**config.mk**
```make
export PLATFORM = sky130hd
export DESIGN_NAME = s64x7_bus16_bridge
export DESIGN_NICKNAME = d
export VERILOG_FILES = /design/src/rtl/s64x7_bus16_bridge.sv
export SDC_FILE = /design/constraint.sdc
export NUM_CORES = 1
export LEC_CHECK = 0
export BUFFER_PORTS_ARGS = -buffer_cell sky130_fd_sc_hd__buf_2
export CORE_MARGIN = 2
export CORE_UTILIZATION = 50
export DETAILED_ROUTE_END_ITERATION = 10
export PLACE_DENSITY_LB_ADDON = 0.3
export SETUP_SLACK_MARGIN = 0.4
export SLEW_MARGIN = 30
export SYNTH_ARGS = -nofsm -noshare
export SYNTH_HDL_FRONTEND = slang
export SYNTH_SLANG_ARGS = --single-unit
```
**constraint.sdc**
```tcl
create_clock -name clk_i -period 14.4 [get_ports clk_i]
set_input_delay 0 -clock clk_i [delete_from_list [all_inputs] [get_ports clk_i]]
set_output_delay 0 -clock clk_i [all_outputs]
set_load 0.1 [all_outputs]
```
**src/rtl/s64x7_bus16_bridge.sv**
```systemverilog
// s64x7_bus16_bridge: splits one 64-bit Wishbone master cycle into up to four
// 16-bit slave cycles (one per active halfword lane). Read halfwords are
// assembled into m_dat_o and a single m_ack_o pulse completes the master cycle.
module s64x7_bus16_bridge (
    input  logic        clk_i,
    input  logic        reset_i,
    input  logic [60:0] m_adr_i,
    input  logic        m_cyc_i,
    input  logic        m_stb_i,
    input  logic [7:0]  m_sel_i,
    input  logic        m_we_i,
    input  logic        m_vpa_i,
    input  logic [63:0] m_dat_i,
    output logic        m_ack_o,
    output logic [63:0] m_dat_o,
    output logic [62:0] s_adr_o,
    output logic        s_cyc_o,
    output logic        s_stb_o,
    output logic [1:0]  s_sel_o,
    output logic        s_we_o,
    output logic        s_vpa_o,
    output logic [15:0] s_dat_o,
    input  logic [15:0] s_dat_i,
    input  logic        s_ack_i
);

    typedef enum logic [1:0] {IDLE = 2'd0, XFER = 2'd1, DONE = 2'd2} state_t;

    state_t      state_q, state_d;
    logic [1:0]  lane_q, lane_d;
    logic        abort_q, abort_d;
    logic [60:0] adr_q;
    logic [7:0]  sel_q;
    logic        we_q, vpa_q;
    logic [63:0] wdat_q;
    logic [63:0] mdat_q;
    logic        latch, capture;
    logic [2:0]  first_lane, next_lane;
    logic        xfer;

    // Lowest active lane at index >= from; bit 2 flags that one was found.
    function automatic logic [2:0] find_lane(input logic [7:0] sel, input int from);
        logic [2:0] r;
        r = '0;
        for (int k = 3; k >= 0; k--) begin
            if (k >= from && sel[2*k +: 2] != 2'b00) r = {1'b1, 2'(k)};
        end
        return r;
    endfunction

    assign first_lane = find_lane(m_sel_i, 0);
    assign next_lane  = find_lane(sel_q, int'(lane_q) + 1);

    // FSM state, current lane and pending-abort flag.
    always_ff @(posedge clk_i or posedge reset_i) begin
        if (reset_i) begin
            state_q <= IDLE;
            lane_q  <= 2'd0;
            abort_q <= 1'b0;
        end else begin
            state_q <= state_d;
            lane_q  <= lane_d;
            abort_q <= abort_d;
        end
    end

    // Next-state: accept in IDLE, walk active lanes in XFER, one ack cycle in DONE.
    // An abort seen at any point in a lane still lets that lane finish.
    always_comb begin
        state_d = state_q;
        lane_d  = lane_q;
        abort_d = abort_q;
        latch   = 1'b0;
        capture = 1'b0;
        case (state_q)
            IDLE: begin
                if (m_cyc_i && m_stb_i) begin
                    latch   = 1'b1;
                    abort_d = 1'b0;
                    if (first_lane[2]) begin
                        state_d = XFER;
                        lane_d  = first_lane[1:0];
                    end else begin
                        state_d = DONE;
                    end
                end
            end
            XFER: begin
                if (!m_cyc_i) abort_d = 1'b1;
                if (s_ack_i) begin
                    capture = !we_q;
                    if (abort_q || !m_cyc_i) begin
                        state_d = IDLE;
                        abort_d = 1'b0;
                    end else if (next_lane[2]) begin
                        lane_d = next_lane[1:0];
                    end else begin
                        state_d = DONE;
                    end
                end
            end
            DONE:    state_d = IDLE;
            default: state_d = IDLE;
        endcase
    end

    // Request capture and read-data assembly; unfetched lanes stay zero.
    always_ff @(posedge clk_i or posedge reset_i) begin
        if (reset_i) begin
            adr_q  <= '0;
            sel_q  <= '0;
            we_q   <= 1'b0;
            vpa_q  <= 1'b0;
            wdat_q <= '0;
            mdat_q <= '0;
        end else begin
            if (latch) begin
                adr_q  <= m_adr_i;
                sel_q  <= m_sel_i;
                we_q   <= m_we_i;
                vpa_q  <= m_vpa_i;
                wdat_q <= m_dat_i;
                mdat_q <= '0;
            end
            if (capture) mdat_q[{lane_q, 4'b0000} +: 16] <= s_dat_i;
        end
    end

    // Slave outputs are decoded from registered state and zeroed outside XFER.
    assign xfer    = (state_q == XFER);
    assign s_cyc_o = xfer;
    assign s_stb_o = xfer;
    assign s_adr_o = xfer ? {adr_q, lane_q} : '0;
    assign s_sel_o = xfer ? sel_q[{lane_q, 1'b0} +: 2] : 2'b00;
    assign s_dat_o = xfer ? wdat_q[{lane_q, 4'b0000} +: 16] : 16'h0000;
    assign s_we_o  = xfer & we_q;
    assign s_vpa_o = xfer & vpa_q;
    assign m_ack_o = (state_q == DONE);
    assign m_dat_o = mdat_q;

endmodule
```
==> results of run 1 <==
## tightest hold or removal path, cell delays in order
cell,delay (ps)
dlygate4sd3_1,560
buf_2,170
clkinv_8,380
## synthesized netlist by cell type (all sizes together)
library cell / n / area [um2]
a2111oi: 1 / 27.5
and4b: 1 / 10.0
nor2: 9 / 57.6
o22ai: 1 / 6.26
a22o: 64 / 568
buf: 32 / 272
dfrtp: 204 / 5100
ha: 6 / 75.1
nand2: 5 / 28.8
o21ai: 4 / 20.0
nand2b: 2 / 15.0
nor3: 5 / 36.3
mux2: 136 / 1530
o2111ai: 1 / 8.76
o41ai: 1 / 8.76
and2b: 1 / 7.51
nor4: 2 / 12.5
a31oi: 2 / 12.5
a311oi: 1 / 8.76
o211ai: 1 / 7.51
nor2b: 2 / 15.0
nand4: 1 / 6.26
inv: 4 / 15.0
nor3b: 1 / 7.51
and2: 81 / 507
mux2i: 1 / 10.0
nand3b: 1 / 7.51
a21oi: 6 / 45.0
and4: 3 / 26.3
mux4: 18 / 405
clkbuf: 10 / 37.5
## flip-flops by register name, indices dropped and copies added (netlist names)
name / count
adr_q: 61
abort_q: 1
we_q: 1
state_q: 2
m_dat_o: 64
lane_q: 2
sel_q: 8
vpa_q: 1
wdat_q: 64
## cells by family after synthesis
family | after synthesis
compound gates | 82
fa+ha+maj | 6
buf+inv | 46
flops | 204
mux | 155
simple gates | 114
## cell type report
type	instances	area, um2
Clock inverter	11	145
Fill cell	1119	4500
Sequential cell	204	5100
Antenna cell	3	7.51
Inverter	4	27.5
Multi-Input combinational cell	357	3480
Clock buffer	31	676
Timing Repair Buffer	466	3130
Tap cell	225	282
## metal layers
layer	vias to the layer above	part of all wire (%)	global-route usage, %
met4	0	3.8	9.85
met1	3474	38	31.7
li1	3101	-	-
met5	-	0	0
met2	300	52	45.4
met3	70	6.8	5.22
## worst min-delay path by stage
stage	from	endpoint	slack [ps]	depth (start not counted)
2_1_floorplan	s_ack_i	state_q[0]$_DFFE_PP0P_	110	1
3_3_place_gp	m_adr_i[58]	adr_q[58]$_DFFE_PP0P_	230	2
3_5_place_dp	m_adr_i[8]	adr_q[8]$_DFFE_PP0P_	230	2
4_1_cts	m_dat_i[35]	wdat_q[35]$_DFFE_PP0P_	240	3
5_1_grt	reset_i	adr_q[7]$_DFFE_PP0P_	230	3
6_report	reset_i	adr_q[7]$_DFFE_PP0P_	110	3
## stage by stage
| stage | setup WS, ps | utilization (%) |
|---|---|---|
| global route | 11220 | 74.0 |
| CTS | 11450 | 74.0 |
| detailed placement | 11570 | 60.2 |
| global placement | 11650 | 60.2 |
| floorplan | 8830 | - |
| finish | 11460 | 74.0 |
## what timing repair did
item / 4_1_cts / 5_1_grt
buffers inserted: 0 / 0
endpoints found under the hold margin: 330 / 0
hold buffers: 156 / 0
==> reports/qor.yml, run 1 <==
synth-seq-cells: 204
slowest_delay_ps: 990
crit_buf_inv: 2
synth-simple-area-share_pct: 8.28
grt_pass1_vias: 7302
rrSetupSlack_ps: 11460
setup-violations-final: 0
max_freq_mhz: 340
slew_headroom_pct: 34.5
drive_gt1_share_pct: 48.7
worst_slew_pin_slew_ps: 983
slew_violations: 0
status: "finished, final reports clean"
hpwl_um: 14300
cts_resized: 0
io_buffers: 305
syn_area_per_cell_um2: 14.7
hold_violations: 0
required_ps: 14800
min_period_over_period_pct: 20.4
final_cells: 1301
synth_compound_area_share_pct: 8.01
synth.distinct_cells: 44
startpoint_type: "register"
start_util_pct: 51.3
clockBufferDepth: 3
dr.pass1.iters: 4
placed_area_um2: 10500
cts.sinks: 204
grt_overflow: 0
grt_usage_pct: 25.9
path_depth: 7
grt_max_degree: 129
clock_latency_ps: 510
cts_buffers: 23
layout.cells.most_common_list: "buf_2 (305), dfrtp_1 (204), dlygate4sd3_1 (156)"
skew_ps: 27.0
clk_pin_slew_worst_paths_ps: 70
synth_top_family_by_area: "multiplexers"
crit_fanout: 21
muxShareOfSynthArea_pct: 21.9
dieArea_um2: 18900
syn_inst: 607
synth-xor-area-share_pct: 0
synthAdderAreaFrac_pct: 0.843
hold_slack_ps: 114
finalNetCount: 1218
coreArea_um2: 17400
antenna_found_initial: 3
min_period_ps: 2940
yosysWarnings: 0
grt_pass1_wl_um: 38400
setup.worst_path.class: "reg2reg"
r2r_cells: 7
fin_setup_tns_ps: 0
wl_per_cell_um: 19.2
drcViolationCount: 0
drtIter0Drc: 307
reg2reg_from: "lane_q[1]$_DFFE_PP0P_"
endpoint: "state_q[0]$_DFFE_PP0P_"
cp_cell_sequence: "inv_1 > ha_1 > o21ai_0 > o2111ai_1 > nand2_1 > a311oi_1 > dlygate4sd3_1"
die_x_um: 137
place_congestion: 0.794
final_common_cell: "buf_2"
worst_path_max_delay_cell: "dfrtp_1"
dp.cells: 1100
routed_via_density: 5.34
htreeDepth: 1
pin_count: 306
rsz0062_at_grt: "no"
synth_fp_nets: 769
post-route-cell-area_um2: 12900
vias: 6945
antenna_left: 0
synthToLayoutAreaGrowth_pct: 44.4
maxCapViolCount: 0
synth_area_um2: 8900
cp_top_family: "flip-flops"
cts_tree: "yes"
num_rows: 48
min_path_type: "in2async"
startpoint: "lane_q[1]$_DFFE_PP0P_"
arrival_ps: 3340
root_buffer: "clkbuf_16"
die_y_um: 137
totalWireLength_um: 25000
endpoint_kind: "register"
ys_seq_area_share_pct: 57.4
r2r-end: "state_q[0]$_DFFE_PP0P_"
Power of run 1 is not shown: default switching activity piles up to over one toggle a cycle in this logic, so the estimate is an artifact.
==> run 2, diff against run 1 <==
- CORE_UTILIZATION: 50 -> 46
- clock period: 14.4 -> 2.4 ns (I/O delays scaled with it)
==> run 2 against run 1 <==
  * Setup slack lost 11000 ps
  * Clock skew shrank 21 ps
  * Die area grew 8.4%
  * Wire length grew 8.0%
  * Via count grew 1.6%
  * Global-route usage shrank 1.1 points
  * Critical path depth shrank 2
  * Flip-flop and latch count is the same
  * Critical endpoint is now s_dat_o[15]
==> reports/qor.yml, run 2 (same netlist as run 1, synthesis figures left out) <==
layout.cells.most_common_list: "buf_2 (222), dfrtp_1 (201), dlygate4sd3_1 (156)"
worst_slew_pin_slew_ps: 557  # -426 ps
routed_via_density: 5.17  # -3.1%
drtIter0Drc: 272  # -11%
status: "finished, final reports clean"
setup.worst_path.class: "reg2out"
cts.sinks: 204  # unchanged
vias: 7053  # +1.6%
antenna_left: 0  # unchanged
fillCellCount: 1109  # -0.89%
fin_util_pct: 74.9  # +0.86 points
die_x_um: 143  # +4.1%
hold_violations: 0  # unchanged
pin_count: 306  # unchanged
required_ps: 2400  # -12,400 ps
finalNetCount: 1249  # +2.5%
max_freq_mhz: 480
wl_per_cell_um: 19.8  # +3.1%
start_util_pct: 47.3  # -4.0 points
grt_overflow: 0  # unchanged
reg2reg_from: "lane_q[0]$_DFFE_PP0P_"
grt_usage_pct: 24.9  # -1.1 points
drive_gt1_share_pct: 52.8  # +4.1 points
min_path_type: "in2reg"
grt_pass1_vias: 7566  # +3.6%
coreArea_um2: 18800  # +8.5%
clk_pin_slew_worst_paths_ps: 70  # about the same
hpwl_um: 15100  # +5.5%
final_common_cell: "buf_2"
synthToLayoutAreaGrowth_pct: 58.5
cp_cell_sequence: "buf_12 > buf_16 > mux4_2 > and2_4 > buf_12"
dieArea_um2: 20500  # +8.4%
skew_ps: 6.47  # -20.6 ps
startpoint_type: "register"
rrSetupSlack_ps: 360  # -11,100 ps
endpoint_kind: "output pin"
totalWireLength_um: 27000  # +8.0%
drcViolationCount: 0  # unchanged
clockBufferDepth: 3  # unchanged
cts_tree: "yes"
slowest_delay_ps: 510  # -480 ps
grt_pass1_wl_um: 40100  # +4.4%
arrival_ps: 2090  # -1250 ps
root_buffer: "clkbuf_16"
maxCapViolCount: 0  # unchanged
dr.pass1.iters: 4  # unchanged
antenna_found_initial: 1  # -2
num_rows: 50  # +4.2%
crit_fanout: 7  # -67%
min_period_over_period_pct: 86.9
clock_latency_ps: 500  # about the same
min_period_ps: 2090
io_buffers: 305  # unchanged
place_congestion: 0.755  # -5.0%
cts_buffers: 22  # -4.3%
startpoint: "lane_q[0]$_DFFE_PP0P_"
cp_common_cell: "buf_12"
hold_depth: 3
worst_path_max_delay_cell: "mux4_2"
die_y_um: 143  # +4.1%
slew_violations: 0  # unchanged
htreeDepth: 1  # unchanged
slew_headroom_pct: 62.8  # +28 points
r2r_cells: 8  # +1
rsz0062_at_grt: "yes"
hp-start: "m_adr_i[14]"
setup-violations-final: 0  # unchanged
grt_max_degree: 81  # -37%
run 2: changes by cell type in the layout (fill, tap and decap cells not counted), sizes merged:
| cell | before | now |
|---|---|---|
| clkbuf | 31 | 29 |
| buf | 310 | 340 |
| clkinv | 4 | 3 |
| inv | 5 | 1 |
| diode | 3 | 1 |
| clkinvlp | 3 | 6 |
| bufinv | 3 | 5 |
| bufbuf | 0 | 1 |
run 2: final cells by class:
| cell class | instances | area (um2) | share of cell area (%) |
|---|---|---|---|
| flip-flops and latches | 204 | 5110 | 36.2 |
| repair buffers | 498 | 4220 | 29.9 |
| multi-input cells | 357 | 3610 | 25.6 |
| clock buffers | 28 | 614 | 4.36 |
| well taps | 260 | 325 | 2.31 |
| clock inverters | 11 | 191 | 1.36 |
| inverters | 4 | 28.8 | 0.204 |
| diodes | 1 | 2.50 | 0.0177 |
run 2: final timing paths:
path | endpoint
max in group asynchronous | adr_q[30]$_DFFE_PP0P_
worst max register to register | lane_q[0]$_DFFE_PP0P_
min in group asynchronous | wdat_q[3]$_DFFE_PP0P_
worst min register to register | vpa_q$_DFFE_PP0P_
worst min-delay path | adr_q[14]$_DFFE_PP0P_
worst max-delay path | s_dat_o[15]
run 2: routing by layer:
metal	wire length (um)	GRT usage [%]	up-vias	share of wire, %
met5	0	0	-	0
met3	1700	4.83	84	6.3
met2	14000	44.2	298	52
met1	10200	29.7	3498	38
li1	-	-	3173	-
met4	1090	9.85	0	4.0
run 2: worst max-delay path: cells and delay by family, from the launching register on:
family                 cells  cell delay (ps)
muxes                      1              510
and+or+nand+nor            1              190
buffers and inverters      3              420
DFF                        1              470
run 2: through the flow:
| step | cells | setup WS [ps] | hold slack [ps] | instance area, um2 | TNS (ps) |
|---|---|---|---|---|---|
| finish | 1363 | 315 | 260 | 14100 | 0 |
| floorplan | 607 | -244 | 111 | 8980 | -49830 |
| detailed placement | 1145 | 322 | -59.6 | 10700 | 0 |
| global route | 1363 | 246 | 263 | 14100 | 0 |
| global placement | 1145 | 348 | -59.5 | 10700 | 0 |
| CTS | 1350 | 315 | 238 | 13700 | 0 |
run 2: timing repair:
action                     in CTS  in global routing
resized for setup             146                 83
hold buffers                  156                  0
hold endpoints to repair      408                  0
buffers inserted                8                  9
setup endpoints to repair     181                221
gates cloned                    2                  3
pin swaps                       3                  3
Power of run 2 is left out for the same reason.
==> run 3, diff against run 2 <==
- MAX_ROUTING_LAYER: unset -> met4
- REMOVE_ABC_BUFFERS: unset -> 1
==> run 3 against run 2 <==
  * Critical path depth unchanged
  * Register-to-register slack better by 100 ps
  * Sequential share of layout area up 0.53 points
  * Final area down 1.5%
==> reports/qor.yml, run 3 (same netlist as run 1, synthesis figures left out) <==
status: "finished, final reports clean"
worst_slew_pin_slew_ps: 554  # -3.43 ps
crit_buf_inv: 3  # unchanged
slew_headroom_pct: 63.0  # +0.23 points
grt_overflow: 0  # unchanged
io_buffers: 305  # unchanged
slowest_delay_ps: 540  # +30 ps
required_ps: 2400  # about the same
startpoint: "lane_q[0]$_DFFE_PP0P_"
wl_per_cell_um: 19.9  # +0.37%
antenna_left: 0  # unchanged
dieArea_um2: 20500  # unchanged
maxCapViolCount: 0  # unchanged
min_period_over_period_pct: 86.1  # -0.82 points
skew_ps: 13.1  # +6.66 ps
root_buffer: "clkbuf_16"
coreArea_um2: 18800  # unchanged
synthToLayoutAreaGrowth_pct: 56.2
finalNetCount: 1243  # -0.48%
drcViolationCount: 0  # unchanged
cts_tree: "yes"
rrSetupSlack_ps: 460  # +100 ps
cp_cell_sequence: "buf_12 > buf_12 > mux4_2 > and2_4 > buf_12"
crit_fanout: 7  # unchanged
grt_pass1_vias: 7372  # -2.6%
startpoint_type: "register"
reg2reg_from: "lane_q[0]$_DFFE_PP0P_"
rsz0062_at_grt: "yes"
fillCellCount: 1121  # +1.1%
htreeDepth: 1  # unchanged
grt_usage_pct: 25.8  # +0.89 points
layout.cells.most_common_list: "buf_2 (221), dfrtp_1 (201), dlygate4sd3_1 (155)"
path_depth: 5  # unchanged
drtIter0Drc: 228  # -16%
r2r_cells: 8  # unchanged
hold_violations: 0  # unchanged
cts.sinks: 204  # unchanged
antenna_found_initial: 6  # +5
routed_via_density: 5.18  # +0.16%
min_period_ps: 2070  # -19.7 ps
endpoint: "s_sel_o[1]"
num_rows: 50  # unchanged
min_path_type: "in2async"
die_x_um: 143  # unchanged
cts_buffers: 23  # +4.5%
drive_gt1_share_pct: 52.1  # -0.76 points
clock_latency_ps: 500  # about the same
hpwl_um: 15000  # -0.52%
cp_top_family: "multiplexers"
grt_pass1_wl_um: 40000  # -0.27%
endpoint_kind: "output pin"
dr.pass1.iters: 4  # unchanged
cp_common_cell: "buf_12"
max_freq_mhz: 484  # +0.96%
grt_max_degree: 76  # -6.2%
fin_setup_tns_ps: 0  # unchanged
place_congestion: 0.840  # +11%
die_y_um: 143  # unchanged
worst_path_max_delay_cell: "mux4_2"
totalWireLength_um: 27100  # +0.37%
clockBufferDepth: 3  # unchanged
clk_pin_slew_worst_paths_ps: 60  # about the same
pin_count: 306  # unchanged
vias: 7064  # +0.16%
arrival_ps: 2070  # -20 ps
slew_violations: 0  # unchanged
r2r-end: "lane_q[0]$_DFFE_PP0P_"
setup-violations-final: 0  # unchanged
setup.worst_path.class: "reg2out"
final_common_cell: "buf_2"
start_util_pct: 47.3  # unchanged
## run 3: cell types whose count changed in the layout (fill, tap and decap cells not counted), sizes merged
| cell | previous run | this run |
|---|---|---|
| clkbuf | 29 | 48 |
| buf | 340 | 322 |
| dlygate4sd3 | 156 | 155 |
| diode | 1 | 8 |
| bufbuf | 1 | 0 |
| bufinv | 5 | 2 |
| clkinvlp | 6 | 0 |
| inv | 1 | 4 |
## run 3: worst min path at each step
stage | end | slack (ps) | from | depth (start not counted)
floorplan | state_q[0]$_DFFE_PP0P_ | 110 | s_ack_i | 1
global placement | adr_q[13]$_DFFE_PP0P_ | 60 | reset_i | 2
detailed placement | adr_q[32]$_DFFE_PP0P_ | 60 | reset_i | 2
CTS | adr_q[32]$_DFFE_PP0P_ | 80 | reset_i | 3
global route | adr_q[13]$_DFFE_PP0P_ | 110 | reset_i | 3
finish | adr_q[13]$_DFFE_PP0P_ | 60 | reset_i | 3
## run 3: final cells by class
cell class / count / area [um2] / share of cell area [%]
Sequential cell: 204 / 5110 / 36.8
Timing Repair Buffer: 491 / 4090 / 29.4
Multi-Input combinational cell: 357 / 3590 / 25.8
Tap cell: 260 / 325 / 2.34
Clock inverter: 5 / 78.8 / 0.567
Clock buffer: 34 / 667 / 4.80
Inverter: 4 / 25.0 / 0.180
Antenna cell: 8 / 20.0 / 0.144
## run 3: metal layers
metal	vias up	share of wire (%)	global-route usage, %
li1	3161	-	-
met1	3573	40	32.1
met2	260	52	42.5
met3	70	4.6	4.09
met4	0	3.6	9.85
met5	-	0	-
## run 3: tightest hold or removal path, cell delays in order
cell,delay [ps]
dlygate4sd3_1,530
buf_2,150
inv_8,310
## run 3: metrics by stage
step | std cells | hold slack, ps | setup slack [ps] | area, um2 | util [%]
3_5_place_dp | 1147 | 62.0 | 199 | 10700 | 56.6
4_1_cts | 1347 | 78.1 | 355 | 13500 | 71.6
3_3_place_gp | 1147 | 59.5 | 306 | 10700 | 56.6
6_report | 1363 | 61.5 | 335 | 13900 | 73.8
5_1_grt | 1361 | 107 | 305 | 13900 | 73.8
2_1_floorplan | 565 | 111 | -3170 | 8590 | -
## run 3: what timing repair did
action	4_1_cts	5_1_grt
hold buffers	155	0
setup endpoints to repair	85	247
pin swaps	0	11
gates cloned	1	2
endpoints found under the hold margin	369	0
buffers inserted	5	6
resized for setup	148	82
Power of run 3 is left out for the same reason.
